## src/rtl/cmd_sched_if.sv

```systemverilog
// Bundle between cmd_sched and its neighbours: UART wrapper, tour sequencer and cmd_proc.
// master drives the requests and acknowledgements into the scheduler; slave is the scheduler.
interface cmd_sched_if;
  logic [15:0] cmd_UART;
  logic        cmd_rdy_UART;
  logic        clr_UART;
  logic [15:0] tour_cmd;
  logic        tour_req;
  logic        tour_last;
  logic        tour_ack;
  logic [15:0] cmd;
  logic        cmd_rdy;
  logic        clr_cmd_rdy;
  logic        send_resp;
  logic [7:0]  resp;
  logic        resp_vld;
  logic        q_full;

  modport master (
    output cmd_UART, cmd_rdy_UART, tour_cmd, tour_req, tour_last, clr_cmd_rdy, send_resp,
    input  clr_UART, tour_ack, cmd, cmd_rdy, resp, resp_vld, q_full
  );

  modport slave (
    input  cmd_UART, cmd_rdy_UART, tour_cmd, tour_req, tour_last, clr_cmd_rdy, send_resp,
    output clr_UART, tour_ack, cmd, cmd_rdy, resp, resp_vld, q_full
  );
endinterface

```

## src/rtl/cmd_sched.sv

```systemverilog
// Command scheduler: queues UART commands in a 4-deep FIFO and arbitrates them
// against tour-sequencer commands onto one cmd/cmd_rdy channel toward cmd_proc.
module cmd_sched (
  input  logic       clk,
  input  logic       rst_n,
  cmd_sched_if.slave bus
);

  localparam int DATA_W = 16;
  localparam int DEPTH  = 4;
  localparam logic SRC_UART = 1'b0;
  localparam logic SRC_TOUR = 1'b1;

  typedef enum logic [1:0] {IDLE, ISSUE, BUSY} state_t;

  state_t            state;
  state_t            state_nxt;
  logic [DATA_W-1:0] mem [DEPTH];
  logic [1:0]        wr_ptr;
  logic [1:0]        rd_ptr;
  logic [2:0]        count;
  logic              armed;
  logic              clr_uart_q;
  logic              src;
  logic              tour_last_q;
  logic              last_grant;
  logic [DATA_W-1:0] cmd_q;
  logic [7:0]        resp_q;
  logic              resp_vld_q;
  logic              q_empty;
  logic              full;
  logic              push;
  logic              pop;
  logic              grant;
  logic              grant_tour;
  logic              done;
  logic              tour_ack;

  function automatic logic [7:0] resp_code(input logic from_tour, input logic last_move);
    return (!from_tour || last_move) ? 8'hA5 : 8'h5A;
  endfunction

  assign q_empty = (count == 3'd0);
  assign full    = (count == 3'd4);

  // A push needs a fresh cmd_rdy_UART level (armed) and a free slot; a pop in the
  // same cycle does not free a slot for a push when the queue is full.
  assign push = bus.cmd_rdy_UART && !clr_uart_q && armed && !full;

  always_ff @(posedge clk or negedge rst_n) begin
    if (!rst_n) begin
      wr_ptr     <= 2'd0;
      rd_ptr     <= 2'd0;
      count      <= 3'd0;
      armed      <= 1'b1;
      clr_uart_q <= 1'b0;
    end else begin
      clr_uart_q <= push;
      if (push)
        armed <= 1'b0;
      else if (!bus.cmd_rdy_UART)
        armed <= 1'b1;
      if (push)
        wr_ptr <= wr_ptr + 2'd1;
      if (pop)
        rd_ptr <= rd_ptr + 2'd1;
      case ({push, pop})
        2'b10:   count <= count + 3'd1;
        2'b01:   count <= count - 3'd1;
        default: count <= count;
      endcase
    end
  end

  always_ff @(posedge clk) begin
    if (push)
      mem[wr_ptr] <= bus.cmd_UART;
  end

  always_comb begin
    state_nxt  = state;
    grant      = 1'b0;
    grant_tour = 1'b0;
    pop        = 1'b0;
    tour_ack   = 1'b0;
    done       = 1'b0;
    case (state)
      IDLE: begin
        // On contention the source that did not win last time is served.
        if (bus.tour_req && !q_empty) begin
          grant      = 1'b1;
          grant_tour = (last_grant == SRC_UART);
        end else if (bus.tour_req) begin
          grant      = 1'b1;
          grant_tour = 1'b1;
        end else if (!q_empty) begin
          grant      = 1'b1;
        end
        if (grant)
          state_nxt = ISSUE;
      end
      ISSUE: begin
        if (bus.clr_cmd_rdy) begin
          state_nxt = BUSY;
          pop       = (src == SRC_UART);
          tour_ack  = (src == SRC_TOUR);
        end
      end
      BUSY: begin
        if (bus.send_resp) begin
          state_nxt = IDLE;
          done      = 1'b1;
        end
      end
      default: state_nxt = IDLE;
    endcase
  end

  always_ff @(posedge clk or negedge rst_n) begin
    if (!rst_n) begin
      state       <= IDLE;
      src         <= SRC_UART;
      tour_last_q <= 1'b0;
      last_grant  <= SRC_UART;
      cmd_q       <= '0;
      resp_q      <= 8'h5A;
      resp_vld_q  <= 1'b0;
    end else begin
      state      <= state_nxt;
      resp_vld_q <= done;
      if (grant) begin
        cmd_q       <= grant_tour ? bus.tour_cmd : mem[rd_ptr];
        src         <= grant_tour;
        tour_last_q <= grant_tour && bus.tour_last;
      end
      if (done) begin
        resp_q     <= resp_code(src, tour_last_q);
        last_grant <= src;
      end
    end
  end

  assign bus.clr_UART = clr_uart_q;
  assign bus.tour_ack = tour_ack;
  assign bus.cmd      = cmd_q;
  assign bus.cmd_rdy  = (state == ISSUE);
  assign bus.resp     = resp_q;
  assign bus.resp_vld = resp_vld_q;
  assign bus.q_full   = full;

endmodule

```

## src/flat_wrapper.sv

```systemverilog
// flat-port wrapper written by rule: the top's interface ports become plain ports
module cmd_sched_flat 
  (clk, rst_n, bus_cmd_UART, bus_cmd_rdy_UART, bus_tour_cmd, bus_tour_req, bus_tour_last, bus_clr_cmd_rdy, bus_send_resp, bus_clr_UART, bus_tour_ack, bus_cmd, bus_cmd_rdy, bus_resp, bus_resp_vld, bus_q_full);
  cmd_sched_if bus_i ();
  input  logic clk;
  input  logic rst_n;
  input wire logic [$bits(bus_i.cmd_UART)-1:0] bus_cmd_UART;
  input wire logic [$bits(bus_i.cmd_rdy_UART)-1:0] bus_cmd_rdy_UART;
  input wire logic [$bits(bus_i.tour_cmd)-1:0] bus_tour_cmd;
  input wire logic [$bits(bus_i.tour_req)-1:0] bus_tour_req;
  input wire logic [$bits(bus_i.tour_last)-1:0] bus_tour_last;
  input wire logic [$bits(bus_i.clr_cmd_rdy)-1:0] bus_clr_cmd_rdy;
  input wire logic [$bits(bus_i.send_resp)-1:0] bus_send_resp;
  output wire logic [$bits(bus_i.clr_UART)-1:0] bus_clr_UART;
  output wire logic [$bits(bus_i.tour_ack)-1:0] bus_tour_ack;
  output wire logic [$bits(bus_i.cmd)-1:0] bus_cmd;
  output wire logic [$bits(bus_i.cmd_rdy)-1:0] bus_cmd_rdy;
  output wire logic [$bits(bus_i.resp)-1:0] bus_resp;
  output wire logic [$bits(bus_i.resp_vld)-1:0] bus_resp_vld;
  output wire logic [$bits(bus_i.q_full)-1:0] bus_q_full;
  assign bus_i.cmd_UART = bus_cmd_UART;
  assign bus_i.cmd_rdy_UART = bus_cmd_rdy_UART;
  assign bus_i.tour_cmd = bus_tour_cmd;
  assign bus_i.tour_req = bus_tour_req;
  assign bus_i.tour_last = bus_tour_last;
  assign bus_i.clr_cmd_rdy = bus_clr_cmd_rdy;
  assign bus_i.send_resp = bus_send_resp;
  assign bus_clr_UART = bus_i.clr_UART;
  assign bus_tour_ack = bus_i.tour_ack;
  assign bus_cmd = bus_i.cmd;
  assign bus_cmd_rdy = bus_i.cmd_rdy;
  assign bus_resp = bus_i.resp;
  assign bus_resp_vld = bus_i.resp_vld;
  assign bus_q_full = bus_i.q_full;
  cmd_sched u_core (.clk(clk), .rst_n(rst_n), .bus(bus_i));
endmodule
```

## config.mk

```make
export PLATFORM = sky130hd
export DESIGN_NAME = cmd_sched_flat
export DESIGN_NICKNAME = d
export VERILOG_FILES = /design/src/rtl/cmd_sched_if.sv /design/src/rtl/cmd_sched.sv /design/src/flat_wrapper.sv
export SDC_FILE = /design/constraint.sdc
export NUM_CORES = 1
export LEC_CHECK = 0
export ABC_AREA = 1
export BUFFER_PORTS_ARGS = -buffer_cell sky130_fd_sc_hd__buf_2
export CAP_MARGIN = 10
export CORE_ASPECT_RATIO = 0.75
export CORE_MARGIN = 2
export CORE_UTILIZATION = 30
export CTS_BUF_LIST = sky130_fd_sc_hd__clkbuf_8
export DETAILED_ROUTE_END_ITERATION = 8
export SLEW_MARGIN = 20
export SYNTH_ARGS = -nofsm -noshare
export SYNTH_HDL_FRONTEND = slang
export SYNTH_SLANG_ARGS = --single-unit
```

## constraint.sdc

```tcl
create_clock -name clk -period 5.8 [get_ports clk]
set_input_delay 0.29 -clock clk [delete_from_list [all_inputs] [get_ports clk]]
set_output_delay 0.29 -clock clk [all_outputs]
set_load 0.02 [all_outputs]
```

==> flow_metrics.tcl <==
set metrics [dict create \
    status "complete, but fails checks" \
    violations "design-rule violations, negative hold slack" \
    starting_drc_count_in_detailed_routing 240 \
    ant_nets 0 \
    htreeDepth 3 \
    synth.distinct_cells 27 \
    worst_ir_drop_on_vdd_mv 0.180 \
    number_of_antenna_violations_at_the_first_check_in_global_routing 0 \
    leakage_power_summed_over_all_cells_nw 2.18 \
    clk_pin_slew_ps 90 \
    setup_violations 0 \
    post-place-cells 622 \
    filler_cells_inserted 1371 \
    clock_tree.root_cell "clkbuf_8" \
    maxCapViolCount 0 \
    cp.arrival_ps 2480 \
    total_placed_instance_area_sq_um 4600 \
    startpoint_type "flip-flop" \
    clock_tree_from_tritoncts "built" \
    grt_remaining_overflow 0 \
    drc 3 \
    dieWidth_um 140 \
    die_h_um 106 \
    routed-via-count 2943 \
    timing.critical_path.to_type "flip-flop" \
    io_buffer_count 67 \
    worstPathMaxFanout 18 \
    cts_num_sinks 97 \
    fp-row-count 37 \
    timing.max_slew.rel_slack_pct 36.4 \
    layout_common_cells "nand2_1, nand3_1, buf_2" \
    slew_at_the_pin_closest_to_its_max_slew_limit_ps 953 \
    finalWorstPathRequiredPeriod_ps 2170 \
    design.final.nets 503 \
    final.hold.worst_slack_ps -20.3 \
    layout-area-overhead-vs-synth_pct 14.9 \
    ys_warn_count 0 \
    grt_first_pass_wirelength_um 15300 \
    period_share_pct 37.4 \
    ios 68 \
    timing.setup.critical_path_class "flip-flop to flip-flop" \
    syn-instance-count 397 \
    dieArea_sq_um 14900 \
    dpl.hpwl_um 6370 \
    via_count_of_the_first_global_routing_pass 3007 \
    clock_skew_ps 9.48 \
    synth_seq_cells 97 \
    max_clock_freq_ghz 0.461 \
    worstSkewPairLatency_ps 370 \
    r2r_end "u_core.bus.cmd[3]" \
    setup_ws_ps 3630 \
    utilization_pct 35.1 \
    finalHoldViolations 28 \
    rr_worst_depth 6 \
    dr.pass1.iters 8 \
    postSynthNetCount 442 \
    post_layout_nonfiller_instances 638 \
    fin_setup_tns_ps 0 \
    cts_hold_buffers 0 \
    ctsResizeCount 0 \
    final_wirelength_um 9330 \
    ff2ff_setup_slack_ps 3630 \
    post_synth_instance_area_sq_um 4170 \
    worst_hold_path_type "input port to asynchronous set/reset pin" \
    worst-endpoint-required_ps 6110 \
    timing_max_transition_violations_final 0 \
    cellPowerDensity_nw_per_um2 513 \
    global_route.usage.total_pct 13.4 \
    numCtsBuffers 9 \
    cts_max_path_buffers 2 \
    gp_routability_congestion 0.737 \
    grt_max_degree 37 \
    viasPerCell 4.61 \
    diodes 0 \
    floorplan.core_area_sq_um 13700 \
    post_cts_buffers 0 \
    final_area_sq_um 4790 \
    synth.yosys.seq_area_share_pct 66.0 \
    initial_utilization_pct 30.5 \
    detail_route.wl_per_cell_um 14.6 \
    layout_commonest_cell "nand2_1" \
    grt_setup_unrepaired "no" \
    drive_gt1_share_pct 20.5 \
    dp_worst_setup_slack_ps 3150 \
    synthesis.area_per_instance_sq_um 10.5 \
    power_mw 2.46 \
    r2r_start "u_core.rd_ptr[1]" \
]
==> critical path: stages (launching register included) <==
cell	delay, ps
dfrtp_1	810
clkinv_1	690
nand3_1	290
nand2_1	80
nand2_1	80
nand3_1	70
nand2_1	70
==> cell type report <==
class | instances | area (sq um) | share of cell area (%)
Multi-Input combinational cell | 246 | 1140 | 23.8
Timing Repair Buffer | 71 | 365 | 7.63
Inverter | 33 | 124 | 2.59
Sequential cell | 97 | 2750 | 57.5
Clock inverter | 7 | 63.8 | 1.33
Clock buffer | 9 | 124 | 2.59
Tap cell | 175 | 219 | 4.57
==> cell families (layout without fill, tap and decap cells) <==
logic type / Yosys count / in the layout / share of synthesized area [%]
AO/OA/AOI/OAI: 9 / 9 / 1.20
XOR/XNOR: 4 / 4 / 0.840
adder cells (fa/ha/maj): 6 / 6 / 1.98
buffers and inverters: 54 / 120 / 6.66
flip-flops: 97 / 97 / 66.0
multiplexers: 1 / 1 / 0.270
AND/OR/NAND/NOR: 226 / 226 / 23.1
==> synth_stat cells <==
library cell / count / share of area, %
a21oi_1: 1 / 0.12
buf_2: 5 / 0.60
buf_4: 7 / 1.3
buf_6: 3 / 0.81
clkbuf_1: 4 / 0.36
clkbuf_8: 2 / 0.66
clkinv_1: 1 / 0.090
dfrtp_1: 31 / 19
dfstp_2: 2 / 1.3
edfxtp_1: 64 / 46
fa_1: 1 / 0.48
ha_1: 5 / 1.5
inv_1: 31 / 2.8
inv_2: 1 / 0.090
mux2_2: 1 / 0.27
nand2_1: 141 / 13
nand2_2: 2 / 0.30
nand2_4: 1 / 0.27
nand3_1: 69 / 8.3
nor2_1: 11 / 0.99
nor2_2: 1 / 0.15
nor3_4: 1 / 0.39
o21a_1: 1 / 0.18
o21ai_0: 6 / 0.72
o31ai_1: 1 / 0.18
xnor2_1: 1 / 0.21
xor2_1: 3 / 0.63
==> power by group <==
part / internal (mW) / switching, mW / total (mW)
clock network: 0.196 / 0.232 / 0.427
logic: 0.311 / 0.643 / 0.954
registers: 0.929 / 0.147 / 1.08
total: 1.44 / 1.02 / 2.46
==> metal layers <==
metal | share of wire, % | up-vias | GRT usage, %
met3 | 7.2 | 11 | 3.96
li1 | - | 1422 | -
met2 | 46 | 99 | 20.9
met4 | 1.2 | 0 | 3.39
met5 | 0 | - | 0
met1 | 46 | 1411 | 18.4
==> worst max path at each step <==
stage,start,endpoint,slack (ps)
global route,u_core.rd_ptr[1],u_core.bus.cmd[3],3380
global placement,u_core.rd_ptr[0],u_core.bus.cmd[14],3200
CTS,u_core.rd_ptr[0],u_core.bus.cmd[9],3130
finish,u_core.rd_ptr[1],u_core.bus.cmd[3],3630
floorplan,u_core.state[0],u_core.count[1],3690
detailed placement,u_core.rd_ptr[0],u_core.bus.cmd[9],3150
==> registers in the layout, summed over array words and instances (netlist names) <==
signal,cells
u_core.armed,1
u_core.wr_ptr,2
u_core.tour_last_q,1
u_core.state,2
u_core.count,3
u_core.bus.resp,2
u_core.bus.clr_UART,1
u_core.bus.cmd,16
u_core.bus.resp_vld,1
u_core.last_grant,1
u_core.rd_ptr,2
u_core.mem,64
u_core.src,1
No activity file was read; power rests on OpenSTA's default activity.
